$ cat src/rtl/pattern_event_logger.sv
// pattern_event_logger: measures contiguous det_in bursts and queues one
// {length, start timestamp} record per burst in a first-word-fall-through FIFO.
// Also keeps a saturating completed-burst counter and a sticky drop flag.
// Optional macro PATTERN_LOG_TIMESTAMP_EN adds a free-running timestamp that is
// captured at burst start; without it rec_ts is constant 0.
module pattern_event_logger #(
    parameter int LEN_W = 8,
    parameter int DEPTH = 4,
    parameter int CNT_W = 16,
    parameter int TS_W  = 16
) (
    input  logic                       clk,
    input  logic                       reset,
    input  logic                       det_in,
    input  logic                       clr_stats,
    output logic                       rec_valid,
    input  logic                       rec_ready,
    output logic [LEN_W-1:0]           rec_len,
    output logic [TS_W-1:0]            rec_ts,
    output logic [CNT_W-1:0]           evt_count,
    output logic [$clog2(DEPTH):0]     fill,
    output logic                       overflow
);
    localparam int PW = $clog2(DEPTH);
    localparam int FW = PW + 1;
    localparam logic [LEN_W-1:0] LEN_MAX = '1;
    localparam logic [CNT_W-1:0] CNT_MAX = '1;

    typedef enum logic {IDLE, RUN} state_t;

    state_t           state, state_next;
    logic [LEN_W-1:0] run_len, run_len_next;
    logic             complete;
    logic             pop, full, push, drop;
    logic [PW-1:0]    wr_ptr, rd_ptr;
    logic [LEN_W-1:0] len_mem [DEPTH];

    // Burst tracker: next state, run length and completion strobe
    always_comb begin
        state_next   = state;
        run_len_next = run_len;
        complete     = 1'b0;
        case (state)
            IDLE: begin
                if (det_in) begin
                    state_next   = RUN;
                    run_len_next = LEN_W'(1);
                end
            end
            RUN: begin
                if (det_in) begin
                    if (run_len != LEN_MAX)
                        run_len_next = run_len + 1'b1;
                end else begin
                    complete   = 1'b1;
                    state_next = IDLE;
                end
            end
            default: state_next = IDLE;
        endcase
    end

    // Burst tracker state register; reset drops any burst in progress
    always_ff @(posedge clk) begin
        if (reset) begin
            state   <= IDLE;
            run_len <= '0;
        end else begin
            state   <= state_next;
            run_len <= run_len_next;
        end
    end

    // A completion into a full FIFO still lands if the head leaves the same cycle
    assign rec_valid = (fill != '0);
    assign pop       = rec_valid & rec_ready;
    assign full      = (fill == FW'(DEPTH));
    assign push      = complete & (~full | pop);
    assign drop      = complete & full & ~pop;

    // FIFO pointers and occupancy; pointers wrap naturally (DEPTH is a power of 2)
    always_ff @(posedge clk) begin
        if (reset) begin
            wr_ptr <= '0;
            rd_ptr <= '0;
            fill   <= '0;
        end else begin
            if (push) wr_ptr <= wr_ptr + 1'b1;
            if (pop)  rd_ptr <= rd_ptr + 1'b1;
            case ({push, pop})
                2'b10:   fill <= fill + 1'b1;
                2'b01:   fill <= fill - 1'b1;
                default: fill <= fill;
            endcase
        end
    end

    // Length storage; cleared on reset so the empty head reads 0
    always_ff @(posedge clk) begin
        if (reset) begin
            for (int i = 0; i < DEPTH; i++) len_mem[i] <= '0;
        end else if (push) begin
            len_mem[wr_ptr] <= run_len;
        end
    end

    assign rec_len = len_mem[rd_ptr];

`ifdef PATTERN_LOG_TIMESTAMP_EN
    logic [TS_W-1:0] ts_cnt, start_ts;
    logic [TS_W-1:0] ts_mem [DEPTH];

    // Free-running timestamp, latched on the IDLE->RUN cycle
    always_ff @(posedge clk) begin
        if (reset) begin
            ts_cnt   <= '0;
            start_ts <= '0;
        end else begin
            ts_cnt <= ts_cnt + 1'b1;
            if (state == IDLE && det_in) start_ts <= ts_cnt;
        end
    end

    // Timestamp storage alongside the length field
    always_ff @(posedge clk) begin
        if (reset) begin
            for (int i = 0; i < DEPTH; i++) ts_mem[i] <= '0;
        end else if (push) begin
            ts_mem[wr_ptr] <= start_ts;
        end
    end

    assign rec_ts = ts_mem[rd_ptr];
`else
    assign rec_ts = '0;
`endif

    // Statistics: clear beats a same-cycle completion or drop
    always_ff @(posedge clk) begin
        if (reset) begin
            evt_count <= '0;
            overflow  <= 1'b0;
        end else if (clr_stats) begin
            evt_count <= '0;
            overflow  <= 1'b0;
        end else begin
            if (complete && evt_count != CNT_MAX) evt_count <= evt_count + 1'b1;
            if (drop) overflow <= 1'b1;
        end
    end
endmodule

$ cat config.mk
export PLATFORM = sky130hd
export DESIGN_NAME = pattern_event_logger
export DESIGN_NICKNAME = d
export VERILOG_FILES = /design/src/rtl/pattern_event_logger.sv
export SDC_FILE = /design/constraint.sdc
export NUM_CORES = 1
export LEC_CHECK = 0
export CORE_MARGIN = 4
export CORE_UTILIZATION = 56
export CTS_BUF_LIST = sky130_fd_sc_hd__clkbuf_4 sky130_fd_sc_hd__clkbuf_8
export CTS_CLUSTER_DIAMETER = 120
export DETAILED_ROUTE_END_ITERATION = 10
export PLACE_DENSITY_LB_ADDON = 0.15
export SETUP_SLACK_MARGIN = 0.2
export SYNTH_ARGS = -nofsm -noshare
export SYNTH_HDL_FRONTEND = slang
export SYNTH_SLANG_ARGS = --single-unit
$ cat constraint.sdc
create_clock -name clk -period 2.65 [get_ports clk]
set_input_delay 0.53 -clock clk [delete_from_list [all_inputs] [get_ports clk]]
set_output_delay 0.53 -clock clk [all_outputs]
set_load 0.005 [all_outputs]
=== After elaboration in Yosys (flattened, before gate mapping) ===
Memories as Yosys holds them, arrays and structs flattened. A register that Yosys moved wholly into a read port is not among the register bits.
Cells that the tools add are included.

* Register bits after elaboration: 33
* Memory bits (writable): 32
* Input bits: 5
* Output and inout bits: 45
* Word-level logic and storage cells: 54
* Memories kept: 1

{| class="wikitable"
|+ Memory list
! memory !! depth !! bits a word !! rd ports !! clocked after memory_dff !! wr ports !! line !! text
|-
| len_mem || 4 || 8 || 1 || 1 || 4 || 36 || <nowiki>logic [LEN_W-1:0] len_mem [DEPTH];</nowiki>
|}

* Add/sub/neg operators: 6
* Equal/unequal tests: 8
* Mux-type cells: 18
* Bitwise gates (word level): 8
* Reductions and logical operators: 6

{| class="wikitable"
|+ Operators with widths
! kind !! number
|-
| $mux W8 || 4
|-
| $add A16 B1 Y16 const B || 1
|-
| $ne A16 B16 Y1 const B || 1
|-
| $pmux W8 S2 || 1
|-
| $mux W1 || 9
|-
| $add A8 B1 Y8 const B || 1
|-
| $ne A8 B8 Y1 const B || 1
|-
| $reduce_or A8 Y1 || 1
|-
| $mux W2 || 3
|-
| $pmux W3 S2 || 1
|-
| $add A2 B1 Y2 const B || 2
|-
| $and A1 B1 Y1 || 4
|-
| $ne A2 B2 Y1 const B || 2
|-
| $add A3 B1 Y3 const B || 1
|-
| $eq A3 B3 Y1 const B || 1
|-
| $not A1 Y1 || 3
|-
| $reduce_and A3 Y1 || 1
|-
| $reduce_bool A3 Y1 || 1
|-
| $sub A3 B1 Y3 const B || 1
|-
| $eq A2 B1 Y1 const B || 1
|-
| $eq A2 B2 Y1 const B || 1
|-
| $ne A2 B1 Y1 const B || 1
|-
| $reduce_bool A2 Y1 || 1
|-
| $reduce_or A2 Y1 || 1
|-
| 2 further kinds || 2
|}

=== Logic depth before layout (Yosys ltp) ===
Gate-level depths: netlist (run 1).

* Depth after elaboration: 9
* Gate-level depth with buffers: 9
* Gate-level depth less buffers: 9

=== Worst setup path after synthesis (run 1) ===
Ideal clock, no wire load.

* Path type: input-to-reg
* From: input rec_ready
* To: register fill[2]
* Library setup time: 0.070 ns
* Data arrival time: 2.236 ns
* Required time: 2.580 ns
* Setup slack: 0.344 ns
* Cell stages on the path: 9
* Path buffers: 0
* Path through: nor4b_2 nor2_1 inv_1 ha_1 inv_1 fa_1 xor2_1 or3_1 a21oi_1

* Word-level cells in the longest chain between the ends: 5
* Elaborated cells between the ends (all ways): 7
* Those cells by class: 2 x eq/ne; 1 x mux; 3 x bitwise; 1 x reduce/logical

{| class="wikitable"
|+ RTL lines
! what !! line !! text
|-
| from (decl) || 17 || <nowiki>input logic rec_ready,</nowiki>
|-
| $and A1 B1 Y1 * || 76 || <nowiki>assign pop = rec_valid & rec_ready;</nowiki>
|-
| $or A1 B1 Y1 || 78 || <nowiki>assign push = complete & (~full | pop);</nowiki>
|-
| $and A1 B1 Y1 || 78 ||
|-
| $eq A2 B1 Y1 / $eq A2 B2 Y1 (equally long branches) || 90 || <nowiki>case ({push, pop})</nowiki>
|-
| $pmux W3 S2 / $reduce_bool A2 Y1 (equally long branches) || -- ||
|-
| to (signal assigned) || 91 || <nowiki>2'b10: fill <= fill + 1'b1;</nowiki>
|-
| to (signal assigned) || 92 || <nowiki>2'b01: fill <= fill - 1'b1;</nowiki>
|-
| to (signal assigned) || 93 || <nowiki>default: fill <= fill;</nowiki>
|-
| to (decl) || 21 || <nowiki>output logic [$clog2(DEPTH):0] fill,</nowiki>
|}

Mark *: on every way between the ends. The rest lies on a longest branch, timed or not.
A chain may end at the register's enable or synchronous reset.

==> out/results.ini, run 1 <==
[power_and_ir_drop]
p_comb_share_pct = 14.7
switching_power_mw = 0.600
leakage_nw = 1.40
p_int_mw = 1.99
seqPwrFrac_pct = 45.3
sw_frac_of_total_pct = 23.2
peakVddDrop_v = 0.000359
clkPwrFrac_pct = 40.0
powerDensity_mw_per_mm2 = 655

[timing]
drv_slew = 0
tightest_slew_ns = 0.757
fmax_ghz = 0.427
fin_tns_setup_ns = 0
fin_crit_sh_pct = 88.3
setup_viol = 0
maxSlewHeadroom_pct = 49.4
period_needed_ns = 2.34
rsz0062_at_grt = no
fin_worst_skew_ns = 0.0107
hold_viol = 0

[route]
drcViolationCount = 0
wirelength_um = 6350
wl_per_cell_um = 15.1
vias = 2326
drtIter0Drc = 166
first_pass_iters = 4
antenna_left = 0
routed_via_density = 5.52

[yosys]
ys.flop_type = dfxtp_1
postSynthAreaPerCell_um2 = 11.0
synthSimpleGateAreaFrac_pct = 23.4
synth_seq_cells = 67
yosysTopAreaCell = edfxtp_1
synth_area_leaders = edfxtp_1, dfxtp_1, and2_1, mux4_2, buf_4
syn_area_mm2 = 0.00329
async_flop_share_pct = 0
synth_top_family_by_area = simple AND/OR/NAND/NOR gates
synth_fa_ha_area_share_pct = 1.75
synth_top_cell_area_share_pct = 29.2
synthMuxAreaShare_pct = 6.70
post_synth_num_cell_types = 53
synthXorXnorAreaFrac_pct = 1.86
synth-edff-count = 32
seq_area_frac_synth_pct = 50.5
yosysWarnings = 0
synth_cells = 299
synth-compound-area-share_pct = 9.59

[worst_setup_path]
required_ns = 2.12
critical_path.max_fanout = 8
cp.arrival_ns = 1.81
crit_slowest_cell = mux4_2
timing.rr.start = evt_count[0]$_SDFFE_PP0P_
end_kind = output port
cp_top_family = buffers and inverters
cpPeakStageDelay_ns = 0.51
cp_cell_sequence = buf_6 -> mux4_2 -> clkdlybuf4s50_1
path_class = reg2out
path_buf_inv = 2
critPathLaunchType = register

[floorplan]
io_pins = 50
initial_core_util_pct = 58.6
rows = 27
die_area_mm2 = 0.00716
die_x_um = 84.6
die_h_um = 84.6
core_mm2 = 0.00561

[global_routing]
antenna_found_initial = 0
grt_pass1_vias = 2218
overflow = 0
grt_usage_pct = 18.7
grt_max_degree = 24
grt_pass1_wl_um = 10500

[place]
io_buffer_count = 33
hpwl_um = 4610
gp_congestion = 0.830
dpl-instance-area_mm2 = 0.00369

[layout]
drive_gt1_share_pct = 16.3
final_nets = 353
final_common_cell = dfxtp_1
area_growth_syn_to_layout_pct = 20.1
final_cell_mix = dfxtp_1, and2_1, clkdlybuf4s50_1
final_cell_area_mm2 = 0.00395
num_antenna_cells = 0
fill_cells = 437

[worst_hold_path]
hold_start = overflow$_SDFFE_PP0P_
hold_path.class = reg2reg

[cts]
cts_tree = done
ctsRootBufferMaster = clkbuf_8
cts_hold_buffers = 0
cts_sinks = 67
cts_htree_levels = 3
clk_pin_slew_worst_paths_ns = 0.08
cts_made_buffers = 9
clockBufferDepth = 2
clk_latency_ns = 0.35

[status]
status = finished clean

[flow_run]
cap_violations = 0

## stage by stage
stage                     cells  power, mW  hold slack (ns)  setup slack, ns  utilization (%)
after floorplan             314       1.42            0.460            0.344                -
after global placement      405       1.56            0.467           0.0456             65.8
after detailed placement    405       1.57            0.490          -0.0419             65.8
after CTS                   421       2.61            0.511            0.251             70.2
after global routing        421       2.70            0.539            0.220             70.4
final                       421       2.59            0.506            0.309             70.4
## state kept, by name, summed over array words and instances, names as in the netlist, named ones only
signal     cells
len_mem       32
evt_count     16
run_len        8
fill           3
rd_ptr         2
wr_ptr         2
overflow       1
state          1
## power groups by stage
stage | Sequential, mW | Combinational [mW] | Clock, mW
6_report | 1.17 | 0.380 | 1.03
5_1_grt | 1.18 | 0.417 | 1.10
4_1_cts | 1.17 | 0.383 | 1.05
3_5_place_dp | 1.19 | 0.382 | 0
3_3_place_gp | 1.19 | 0.372 | 0
2_1_floorplan | 1.18 | 0.243 | 0
## kinds of logic (layout without fill, tap and decap cells)
kind of cell	after synthesis	after routing
multiplexers	12	12
adder cells (fa/ha/maj)	4	4
other	1	16
AND/OR/NAND/NOR	127	127
flip-flops	67	67
buffers and inverters	34	69
AO/OA/AOI/OAI	47	47
XOR/XNOR	7	7
## final cells by class
cell class / count / area [um2] / area share [%]
sequential: 67 / 1660 / 42.1
multi-input combinational: 213 / 1490 / 37.8
timing repair buffer: 46 / 432 / 10.9
clock buffer: 10 / 131 / 3.33
clock inverter: 6 / 114 / 2.88
tap: 72 / 90.1 / 2.28
inverter: 7 / 26.3 / 0.665
## what timing repair did
item | in CTS | in global routing
resized for setup | 0 | 2
endpoints found under the setup margin | 0 | 2
setup buffers | 0 | 0
## synthesized netlist by cell type (5+ instances only)
master,number
and2_1,33
nand2_1,16
mux4_2,8
edfxtp_1,32
nor2_1,16
nand3_1,12
or3_1,8
o21ai_0,11
inv_1,7
buf_4,16
a21oi_1,16
clkbuf_1,6
dfxtp_1,35
nand4_1,5
## final timing paths
path / endpoint / slack (ns) / cells after the start
worst min register to register: overflow$_SDFFE_PP0P_ / 0.51 / 2
worst max-delay path: rec_len[3] / 0.31 / 3
worst min-delay path: overflow$_SDFFE_PP0P_ / 0.51 / 2
worst max register to register: evt_count[11]$_SDFFE_PP0P_ / 0.43 / 5
## worst reg2reg max path: stages, from the launching register on
cell and delay, ns:
dfxtp_1 0.45, ha_1 0.27, nand4_2 0.27, o41ai_4 0.80
nor4_1 0.16, mux2i_1 0.15
## routing by layer
metal	GRT usage, %	vias up	routed length (um)
met5	0	-	0
met4	6.91	0	95
met3	4.81	11	248
met2	31.3	55	3250
met1	23.2	1103	2760
li1	-	1157	-
Power figures use the tool's default switching activity.
==> run 2, diff against run 1 <==
Settings changed: TNS_END_PERCENT set to 5.
==> out/results.ini, run 2 (synthesized netlist as in run 1, its figures left out) <==
[status]
status = finished clean

[route]
first_pass_iters = 4
wirelength_um = 6370
drcViolationCount = 0
drtIter0Drc = 166
wl_per_cell_um = 15.1
antenna_left = 0
routed_via_density = 5.52
vias = 2324

[floorplan]
die_x_um = 84.6
io_pins = 50
core_mm2 = 0.00561
initial_core_util_pct = 58.6
die_area_mm2 = 0.00716
die_h_um = 84.6
rows = 27

[layout]
postLayoutCoreUtil_pct = 70.3
final_common_cell = dfxtp_1
largest_registers = len_mem: 32 flops, evt_count: 16 flops, run_len: 8 flops
final_cell_mix = dfxtp_1, and2_1, clkdlybuf4s50_1
area_growth_syn_to_layout_pct = 20.0
drive_gt1_share_pct = 16.3
num_antenna_cells = 0
largest_reg_flops = 32
final_nets = 353
largest_register = len_mem
fill_cells = 438

[worst_setup_path]
timing.rr.start = evt_count[0]$_SDFFE_PP0P_
critical_path.max_fanout = 8
worst_r2r_endpoint = evt_count[11]$_SDFFE_PP0P_
rrSetupSlack_ns = 0.44
r2r_cells = 5
required_ns = 2.12
path_class = reg2out
critPathLaunchType = register
cp.arrival_ns = 1.84
end_kind = output port
cp-endpoint = rec_len[3]

[place]
pre_cts_slack_ns = -0.0419
gp_congestion = 0.830
hpwl_um = 4610
io_buffer_count = 33

[cts]
cts_sinks = 67
ctsRootBufferMaster = clkbuf_8
clk_pin_slew_worst_paths_ns = 0.08
clockBufferDepth = 2
cts_setup_buffers = 0
cts_tree = done
clk_latency_ns = 0.35
cts_made_buffers = 9
cts_htree_levels = 3

[timing]
setup_ws_ns = 0.277
fmax_ghz = 0.421
hold_viol = 0
fin_crit_sh_pct = 89.6
drv_slew = 0
setup_viol = 0
tightest_slew_ns = 0.743
period_needed_ns = 2.37
rsz0062_at_grt = yes
fin_tns_setup_ns = 0
maxSlewHeadroom_pct = 50.3
fin_worst_skew_ns = 0.0109

[power_and_ir_drop]
clkPwrFrac_pct = 40.1
switching_power_mw = 0.601
seqPwrFrac_pct = 45.3
p_comb_share_pct = 14.6
leakage_nw = 1.40
peakVddDrop_v = 0.000359
powerDensity_mw_per_mm2 = 655
sw_frac_of_total_pct = 23.3
p_int_mw = 1.98

[global_routing]
antenna_found_initial = 0
grt_pass1_wl_um = 10500
grt_usage_pct = 18.7
grt_max_degree = 24
overflow = 0
grt_pass1_vias = 2218

[flow_run]
cap_violations = 0

[worst_hold_path]
hold_path.class = reg2reg

==> run 2: cell types whose count changed in the layout (fill, tap and decap cells not counted) <==
| cell | change |
|---|---|
| buf_6 | -1 |
| buf_4 | +1 |
==> run 2: how the worst min path moves through the flow <==
stage	start	to	slack, ns	cells past startpoint
after global placement	overflow$_SDFFE_PP0P_	overflow$_SDFFE_PP0P_	0.47	2
after floorplan	overflow$_SDFFE_PP0P_	overflow$_SDFFE_PP0P_	0.46	2
after detailed placement	overflow$_SDFFE_PP0P_	overflow$_SDFFE_PP0P_	0.49	2
after global routing	overflow$_SDFFE_PP0P_	overflow$_SDFFE_PP0P_	0.54	2
final	overflow$_SDFFE_PP0P_	overflow$_SDFFE_PP0P_	0.51	2
after CTS	overflow$_SDFFE_PP0P_	overflow$_SDFFE_PP0P_	0.51	2
==> run 2: layer usage <==
layer | wire, um | share of wire, % | GRT usage (%)
met3 | 246 | 3.9 | 4.81
met1 | 2760 | 43 | 23.2
met5 | 0 | 0 | 0
met4 | 85 | 1.3 | 6.91
met2 | 3280 | 51 | 31.3
==> run 2: critical path, stage by stage (launching register included) <==
cell and delay [ns]:
dfxtp_1 0.31, buf_4 0.20, mux4_2 0.52, clkdlybuf4s50_1 0.46
==> run 2: area by class of cell <==
type / instances / area [um2] / area share (%)
sequential: 67 / 1660 / 42.1
multi-input combinational: 213 / 1490 / 37.9
timing repair buffer: 46 / 428 / 10.8
clock buffer: 10 / 131 / 3.33
clock inverter: 6 / 114 / 2.89
tap: 72 / 90.1 / 2.28
inverter: 7 / 26.3 / 0.666
==> run 2: repair_timing <==
| item | in CTS | in global routing |
|---|---|---|
| endpoints found under the setup margin | 0 | 2 |
| gates resized for setup | 0 | 1 |
| hold buffers | 0 | 0 |
==> run 2: power by group through the flow <==
stage / Combinational [mW] / Clock, mW / Sequential, mW
after floorplan: 0.243 / 0 / 1.18
after global placement: 0.372 / 0 / 1.19
after detailed placement: 0.382 / 0 / 1.19
after CTS: 0.383 / 1.05 / 1.17
after global routing: 0.413 / 1.10 / 1.18
final: 0.376 / 1.04 / 1.17
==> run 2: stage by stage <==
stage / hold WS (ns) / power, mW / instance area [um2] / cells
2_1_floorplan: 0.460 / 1.42 / 3340 / 314
3_3_place_gp: 0.467 / 1.56 / 3690 / 405
3_5_place_dp: 0.490 / 1.57 / 3690 / 405
4_1_cts: 0.511 / 2.61 / 3940 / 421
5_1_grt: 0.539 / 2.69 / 3950 / 421
6_report: 0.506 / 2.58 / 3950 / 421
